### config.mk
export PLATFORM = sky130hd
export DESIGN_NAME = qrs_adaptive_detector
export DESIGN_NICKNAME = d
export VERILOG_FILES = /design/src/rtl/qrs_adaptive_detector.sv
export SDC_FILE = /design/constraint.sdc
export NUM_CORES = 1
export LEC_CHECK = 0
export ABC_AREA = 1
export BUFFER_PORTS_ARGS = -buffer_cell sky130_fd_sc_hd__buf_2
export CAP_MARGIN = 10
export CORE_MARGIN = 8
export CORE_UTILIZATION = 48
export CTS_BUF_LIST = sky130_fd_sc_hd__clkbuf_16
export CTS_CLUSTER_SIZE = 12
export DETAILED_ROUTE_END_ITERATION = 7
export PLACE_DENSITY = 0.63
export SETUP_SLACK_MARGIN = 0.5
export SYNTH_ARGS = -nofsm -noshare
export SYNTH_HDL_FRONTEND = slang
export SYNTH_SLANG_ARGS = --single-unit
### constraint.sdc
create_clock -name clk -period 4.71 [get_ports clk]
set_clock_uncertainty 0.1 [all_clocks]
set_input_delay 0 -clock clk [delete_from_list [all_inputs] [get_ports clk]]
set_output_delay 0 -clock clk [all_outputs]
set_load 0.005 [all_outputs]
### src/rtl/qrs_adaptive_detector.sv
// Adaptive-threshold QRS peak detector: SEARCH/TRACK/REFRACT FSM with a ring-buffer peak average.
// Optional macro RR_INTERVAL_EN adds the rr_interval output (valid samples between detections).
module qrs_adaptive_detector #(
  parameter int DATA_W      = 16,
  parameter int AVG_LOG2    = 3,
  parameter int REFRACT_SMP = 4,
  parameter int THR_SHIFT   = 1
) (
  input  logic              clk,
  input  logic              rst,
  input  logic [DATA_W-1:0] sample_in,
  input  logic              sample_valid,
  input  logic [DATA_W-1:0] Tn,
  output logic              qrs_pulse,
  output logic [DATA_W-1:0] peak_value,
  output logic [DATA_W-1:0] peak_avg,
  output logic [1:0]        state_o
`ifdef RR_INTERVAL_EN
  ,
  output logic [15:0]       rr_interval
`endif
);

  localparam int DEPTH = 1 << AVG_LOG2;
  localparam int SUM_W = DATA_W + AVG_LOG2;
  localparam int CNT_W = (REFRACT_SMP > 0) ? $clog2(REFRACT_SMP + 1) : 1;

  typedef enum logic [1:0] {SEARCH = 2'd0, TRACK = 2'd1, REFRACT = 2'd2} state_t;

  state_t                         r_state;
  logic [DATA_W-1:0]              r_max;
  logic [CNT_W-1:0]               r_cnt;
  logic [AVG_LOG2-1:0]            r_wptr;
  logic [SUM_W-1:0]               r_sum;
  logic [DEPTH-1:0][DATA_W-1:0]   r_ring;

  logic [DATA_W-1:0] w_mag;
  logic [DATA_W-1:0] w_avg_shr;
  logic [DATA_W-1:0] w_thr;
  logic              w_above;
  logic [SUM_W-1:0]  w_sum_next;

  // Most negative input has no positive twin; clamp it to the largest positive magnitude.
  always_comb begin
    w_mag = sample_in;
    if (sample_in[DATA_W-1]) begin
      if (sample_in == {1'b1, {(DATA_W-1){1'b0}}})
        w_mag = {1'b0, {(DATA_W-1){1'b1}}};
      else
        w_mag = -sample_in;
    end
  end

  assign w_avg_shr  = peak_avg >> THR_SHIFT;
  assign w_thr      = (Tn > w_avg_shr) ? Tn : w_avg_shr;
  assign w_above    = (w_mag > w_thr);
  assign w_sum_next = r_sum - {{AVG_LOG2{1'b0}}, r_ring[r_wptr]} + {{AVG_LOG2{1'b0}}, r_max};

  assign peak_avg = r_sum[SUM_W-1:AVG_LOG2];
  assign state_o  = r_state;

  always_ff @(posedge clk) begin
    if (rst) begin
      r_state    <= SEARCH;
      r_max      <= '0;
      r_cnt      <= '0;
      r_wptr     <= '0;
      r_sum      <= '0;
      r_ring     <= '0;
      qrs_pulse  <= 1'b0;
      peak_value <= '0;
    end else begin
      qrs_pulse <= 1'b0;
      if (sample_valid) begin
        case (r_state)
          SEARCH: begin
            if (w_above) begin
              r_state <= TRACK;
              r_max   <= w_mag;
            end
          end
          TRACK: begin
            if (w_above) begin
              if (w_mag > r_max) r_max <= w_mag;
            end else begin
              qrs_pulse      <= 1'b1;
              peak_value     <= r_max;
              r_ring[r_wptr] <= r_max;
              r_sum          <= w_sum_next;
              r_wptr         <= r_wptr + 1'b1;
              if (REFRACT_SMP == 0) begin
                r_state <= SEARCH;
              end else begin
                r_state <= REFRACT;
                r_cnt   <= CNT_W'(REFRACT_SMP);
              end
            end
          end
          REFRACT: begin
            // The sample that brings the count to zero is consumed here, not evaluated.
            if (r_cnt <= CNT_W'(1)) begin
              r_state <= SEARCH;
              r_cnt   <= '0;
            end else begin
              r_cnt <= r_cnt - CNT_W'(1);
            end
          end
          default: r_state <= SEARCH;
        endcase
      end
    end
  end

`ifdef RR_INTERVAL_EN
  logic [15:0] r_rr_cnt;
  logic        r_seen_first;
  logic [15:0] w_rr_next;
  logic        w_detect;

  assign w_rr_next = (r_rr_cnt == 16'hFFFF) ? 16'hFFFF : r_rr_cnt + 16'd1;
  assign w_detect  = sample_valid && (r_state == TRACK) && !w_above;

  always_ff @(posedge clk) begin
    if (rst) begin
      r_rr_cnt     <= '0;
      r_seen_first <= 1'b0;
      rr_interval  <= '0;
    end else if (sample_valid) begin
      if (w_detect) begin
        if (r_seen_first) rr_interval <= w_rr_next;
        r_seen_first <= 1'b1;
        r_rr_cnt     <= '0;
      end else begin
        r_rr_cnt <= w_rr_next;
      end
    end
  end
`endif

endmodule

Word-level counts from Yosys, hierarchy flattened --
Index checks and enable logic that the tools add are counted.
Word-level totals: register bits 188, input bits 35
Operators by class: magnitude comparators 6, reduce and logical (&&, ||, !) cells 9, $add $sub $neg 5, muxes and demuxes 20, bitwise gates (word level) 3, equal/unequal tests 8
Operator list (number):
- bitwise mux 128 bit | 1
- two-way mux 16 bit | 8
- binary-select mux 16 bit (select 3 bit) | 1
- demux 16 bit (select 3 bit) | 1
- > comparator 16 bit | 2
- case mux 16 bit (2 select lines) | 1
- adder 19 x 16 -> 19 bit | 1
- subtractor 19 x 16 -> 19 bit | 1
- equality test 16 bit, second input constant | 1
- > comparator 16 x 15 -> 1 bit | 1
- negator 16 bit | 1
- != test 2 bit, second input constant | 5
- two-way mux 2 bit | 3
- two-way mux 3 bit | 2
- case mux 2 bit (3 select lines) | 1
- case mux 3 bit (2 select lines) | 1
- AND reduction 3 bit | 2
- AND reduction 5 bit | 1
- < comparator 3 x 4 -> 1 bit, second input constant | 1
- AND reduction 4 bit | 1
- nonzero test 2 bit | 2
- adder 3 x 1 -> 3 bit, second input constant | 1
- greater-or-equal comparator 3 x 1 -> 1 bit, second input constant | 1
- less-or-equal comparator 3 x 1 -> 1 bit, second input constant | 1
- other kinds (8) | 10

Longest topological paths before layout --
word-level depth 7, gate-level depth with buffers 29, gate-level depth less buffers 27

Least setup slack after synthesis --
No wires, ideal clock.
kind register to register, from register r_wptr[0], to register r_sum[14], data arrival time 3.295 ns, buffers on the path 3, slack 1.199 ns, required time 4.495 ns, stages on the path, launching flop included 20, cells stage by stage dfxtp_1 > buf_2 > clkinv_1 > clkbuf_1 > clkbuf_1 > nand2_1 > o211ai_1 > o2111ai_1 > fa_1 > fa_1 > o21ai_0 > nand2_1 > nand2_1 > nand2_1 > nand2_1 > nand2_1 > nand3_1 > nand2_1 > o21ai_0 > inv_1
Between the ends: longest elaborated chain between the ends 4
Ends and longest elaborated chain:
- start: declaration | RTL line 33 | logic [AVG_LOG2-1:0] r_wptr;
- start signal: assignment | RTL line 90 | r_wptr <= r_wptr + 1'b1;
- binary-select mux 16 bit (select 3 bit) | RTL line 57 | assign w_sum_next = r_sum - {{AVG_LOG2{1'b0}}, r_ring[r_wptr]} + {{AVG_LOG2{1'b0}}, r_max};
- two-way mux 16 bit (not written as such) | RTL line 57
- subtractor 19 x 16 -> 19 bit | RTL line 57
- adder 19 x 16 -> 19 bit | RTL line 57
- end signal: assignment | RTL line 89 | r_sum <= w_sum_next;
- end: declaration | RTL line 34 | logic [SUM_W-1:0] r_sum;
Every way passes these cells. The select of a mux whose other input is x is not followed. A chain may end at the register's enable or synchronous reset.

Worst setup path in the final report --
from register r_sum[17], to register r_ring[35] (netlist bit)
Between the ends: longest elaborated chain between the ends 5
Ends and longest elaborated chain:
- > comparator 16 x 15 -> 1 bit | RTL line 55 | assign w_thr = (Tn > w_avg_shr) ? Tn : w_avg_shr;
- two-way mux 16 bit * | RTL line 55
- > comparator 16 bit * | RTL line 56 | assign w_above = (w_mag > w_thr);
- NOT 1 bit (no line) *
- AND reduction 3 bit (no line) *
- end signal: indexed assignment | RTL line 88 | r_ring[r_wptr] <= r_max;
- end: declaration | RTL line 35 | logic [DEPTH-1:0][DATA_W-1:0] r_ring;
Mark *: on every way between the ends. The rest lies on a longest branch, timed or not.

==> flow_summary.yaml <==
run_status:
  status: "complete, no violations"
critical_path:
  crit_type: "reg2reg"
  cp-start-kind: "flop"
  crit_path_end_kind: "flop"
  critPathArrivalTime_ns: 4.06
  cp_max_fo: 36
  crit_required_ns: 4.88
logic_synthesis:
  synth.area.top_cells: "dfxtp_1, nand2_1, a21oi_1"
  yosysTopAreaCell: "dfxtp_1"
  ys.warnings.count: 0
  synthCells: 1685
  ys_seq_elements: 188
  syn_area_per_cell_um2: 6.78
  synth_area_mm2: 0.0114
  async_reset_ff_frac: 0
  synth_most_common_cell: "nand2_1"
  synth-edff-count: 0
  ys.flop_type: "dfxtp_1"
  synth.distinct_cells: 40
  synth_top_area_frac: 0.329
  ys_seq_area_frac: 0.329
  ys_top_cells_by_count: "nand2_1, a21oi_1, nor2_1"
  synth_nets: 1806
global_routing:
  grt_pass1_vias: 9969
  grt_overflow_total: 0
  grt_max_degree: 78
  grt_pass1_wl_mm: 54.7
  antenna_found_initial: 0
  globalRouteTotalUtil: 0.240
clock_network:
  cts.sinks: 188
  cts_setup_buffers: 0
  cts_tree: "built"
  htreeDepth: 4
  clk_pin_slew_worst_paths_ns: 0.08
  cts_made_buffers: 17
  clk_latency_ns: 0.44
  clock-root-buffer: "clkbuf_16"
  cts_buffer_depth: 2
min_path:
  min_path_type: "in2reg"
drt:
  wl_per_cell_um: 17.3
  drt_wl_total_mm: 35.1
  via_per_inst: 5.43
  drtIter0Drc: 1027
  ant_nets: 0
  num_vias: 11000
  post-route-drc-count: 0
  dr.pass1.iters: 5
floorplan:
  die_x_um: 170
  die_area_mm2: 0.0290
  initial_utilization: 0.488
  std_cell_rows: 56
  ios: 70
  core_mm2: 0.0234
  die_h_um: 170
sta:
  hold_violations: 0
  fmax_mhz: 257
  relSlewSlack: 0.380
  final_max_slew_viol_count: 0
  setup_viol_count_final: 0
  tightest_slew_ns: 0.930
  fin_tns_setup_ns: 0
  fin_crit_sh: 0.825
  min_period_ns: 3.89
  rsz0062_at_grt: "no"
finish:
  fillers: 2420
  nNetsFinal: 1817
  syn_to_final_growth_pct: 10.3
  antenna_cells: 0
  drive_above_1_share: 0.0919
  fin_util: 0.539
pwr:
  power.total_mw: 4.78
  vdd_drop_max_mv: 0.187
  total_leakage_power_nw: 5.79
  power.density_mw_per_mm2: 380
placed_design:
  place.detailed.hpwl_mm: 24.3
  portBuffers: 69
  place_congestion: 0.968
job:
  drv_cap: 0
==> registers in the layout, summed over array words and instances (netlist names) <==
| name | cells |
|---|---|
| r_max | 16 |
| r_ring | 128 |
| r_cnt | 3 |
| state_o | 2 |
| peak_value | 16 |
| qrs_pulse | 1 |
| r_sum | 19 |
| r_wptr | 3 |
==> power breakdown <==
group          switching (mW)  internal, mW
Sequential             0.0836          1.65
Combinational            1.04         0.576
Clock                   0.729         0.707
==> cells by family (layout without fill, tap and decap cells) <==
group | count (synthesis) | after routing | share of synthesized area
AO/OA/AOI/OAI | 358 | 358 | 0.169
adder cells (fa/ha/maj) | 86 | 86 | 0.105
flip-flops | 188 | 188 | 0.329
XOR/XNOR | 18 | 18 | 0.0138
AND/OR/NAND/NOR | 730 | 730 | 0.268
buffers and inverters | 305 | 329 | 0.115
==> metrics by stage <==
step                instance area [µm²]  std cells  setup slack (ns)  hold slack (ns)
floorplan                         11400       1685              1.20            0.133
global placement                  11900       1987             0.566            0.291
detailed placement                11900       1987             0.485            0.295
CTS                               12500       2027             0.494          0.00592
global route                      12600       2028             0.503           0.0640
finish                            12600       2028             0.825           0.0170
==> final cells by class <==
type / instances / area (µm²) / area share
clock buffers: 17 / 425 / 0.0337
well taps: 319 / 399 / 0.0317
inverters: 185 / 706 / 0.0560
clock inverters: 15 / 156 / 0.0124
multi-input cells: 1192 / 6400 / 0.507
repair buffers: 112 / 757 / 0.0600
flip-flops and latches: 188 / 3760 / 0.299
==> per-layer routing <==
metal / part of all wire / vias up / routed length, µm / global-route usage
met3: 0.069 / 26 / 2440 / 0.0361
met1: 0.47 / 5146 / 16500 / 0.335
li1: - / 5508 / - / -
met5: 0 / - / 0 / 0
met2: 0.44 / 342 / 15600 / 0.380
met4: 0.016 / 0 / 578 / 0.0652
==> what timing repair did <==
item	CTS	global route
gates resized for setup	1	18
hold buffers	8	0
pin swaps	0	0
gates cloned	0	1
endpoints found under the setup margin	18	143
endpoints found under the hold margin	35	0
==> cells in the final DEF, fill, tap and decap left out, types with 16 or more instances in the layout <==
cell type	synthesis	layout
nand2_1	342	340
a21oi_1	208	208
nor2_1	200	200
dfxtp_1	188	187
inv_1	182	178
nand3_1	135	135
o21ai_0	88	88
ha_1	70	70
buf_2	27	68
buf_4	17	31
clkbuf_16	0	18
o211ai_1	16	16
fa_1	16	16
==> worst paths after layout <==
kind / depth (start not counted) / slack [ns] / start / end
worst max-delay path: 19 / 0.82 / r_sum[17] / r_ring[35]
worst min-delay path: 7 / 0.02 / sample_in[12] / r_max[12]
worst max register to register: 19 / 0.82 / r_sum[17] / r_ring[35]
worst min register to register: 2 / 0.36 / r_ring[97] / r_ring[97]
==> critical path, cell delays in order, from the launching register on <==
cell      delay (ns)
dfxtp_1         0.39
inv_1           0.13
ha_1            0.33
a21oi_1         0.14
o21ai_0         0.08
a41oi_1         0.21
nand2_1         0.15
buf_4           0.22
nand3b_1        0.09
nand2_1         0.10
ha_1            0.33
nand4_1         0.11
nor3_2          0.16
nand3_1         0.17
nand2_4         0.17
nand2_4         0.09
inv_8           0.24
nand2_2         0.28
nand2_1         0.14
a21oi_1         0.07
No activity file was read; power rests on OpenSTA's default activity.
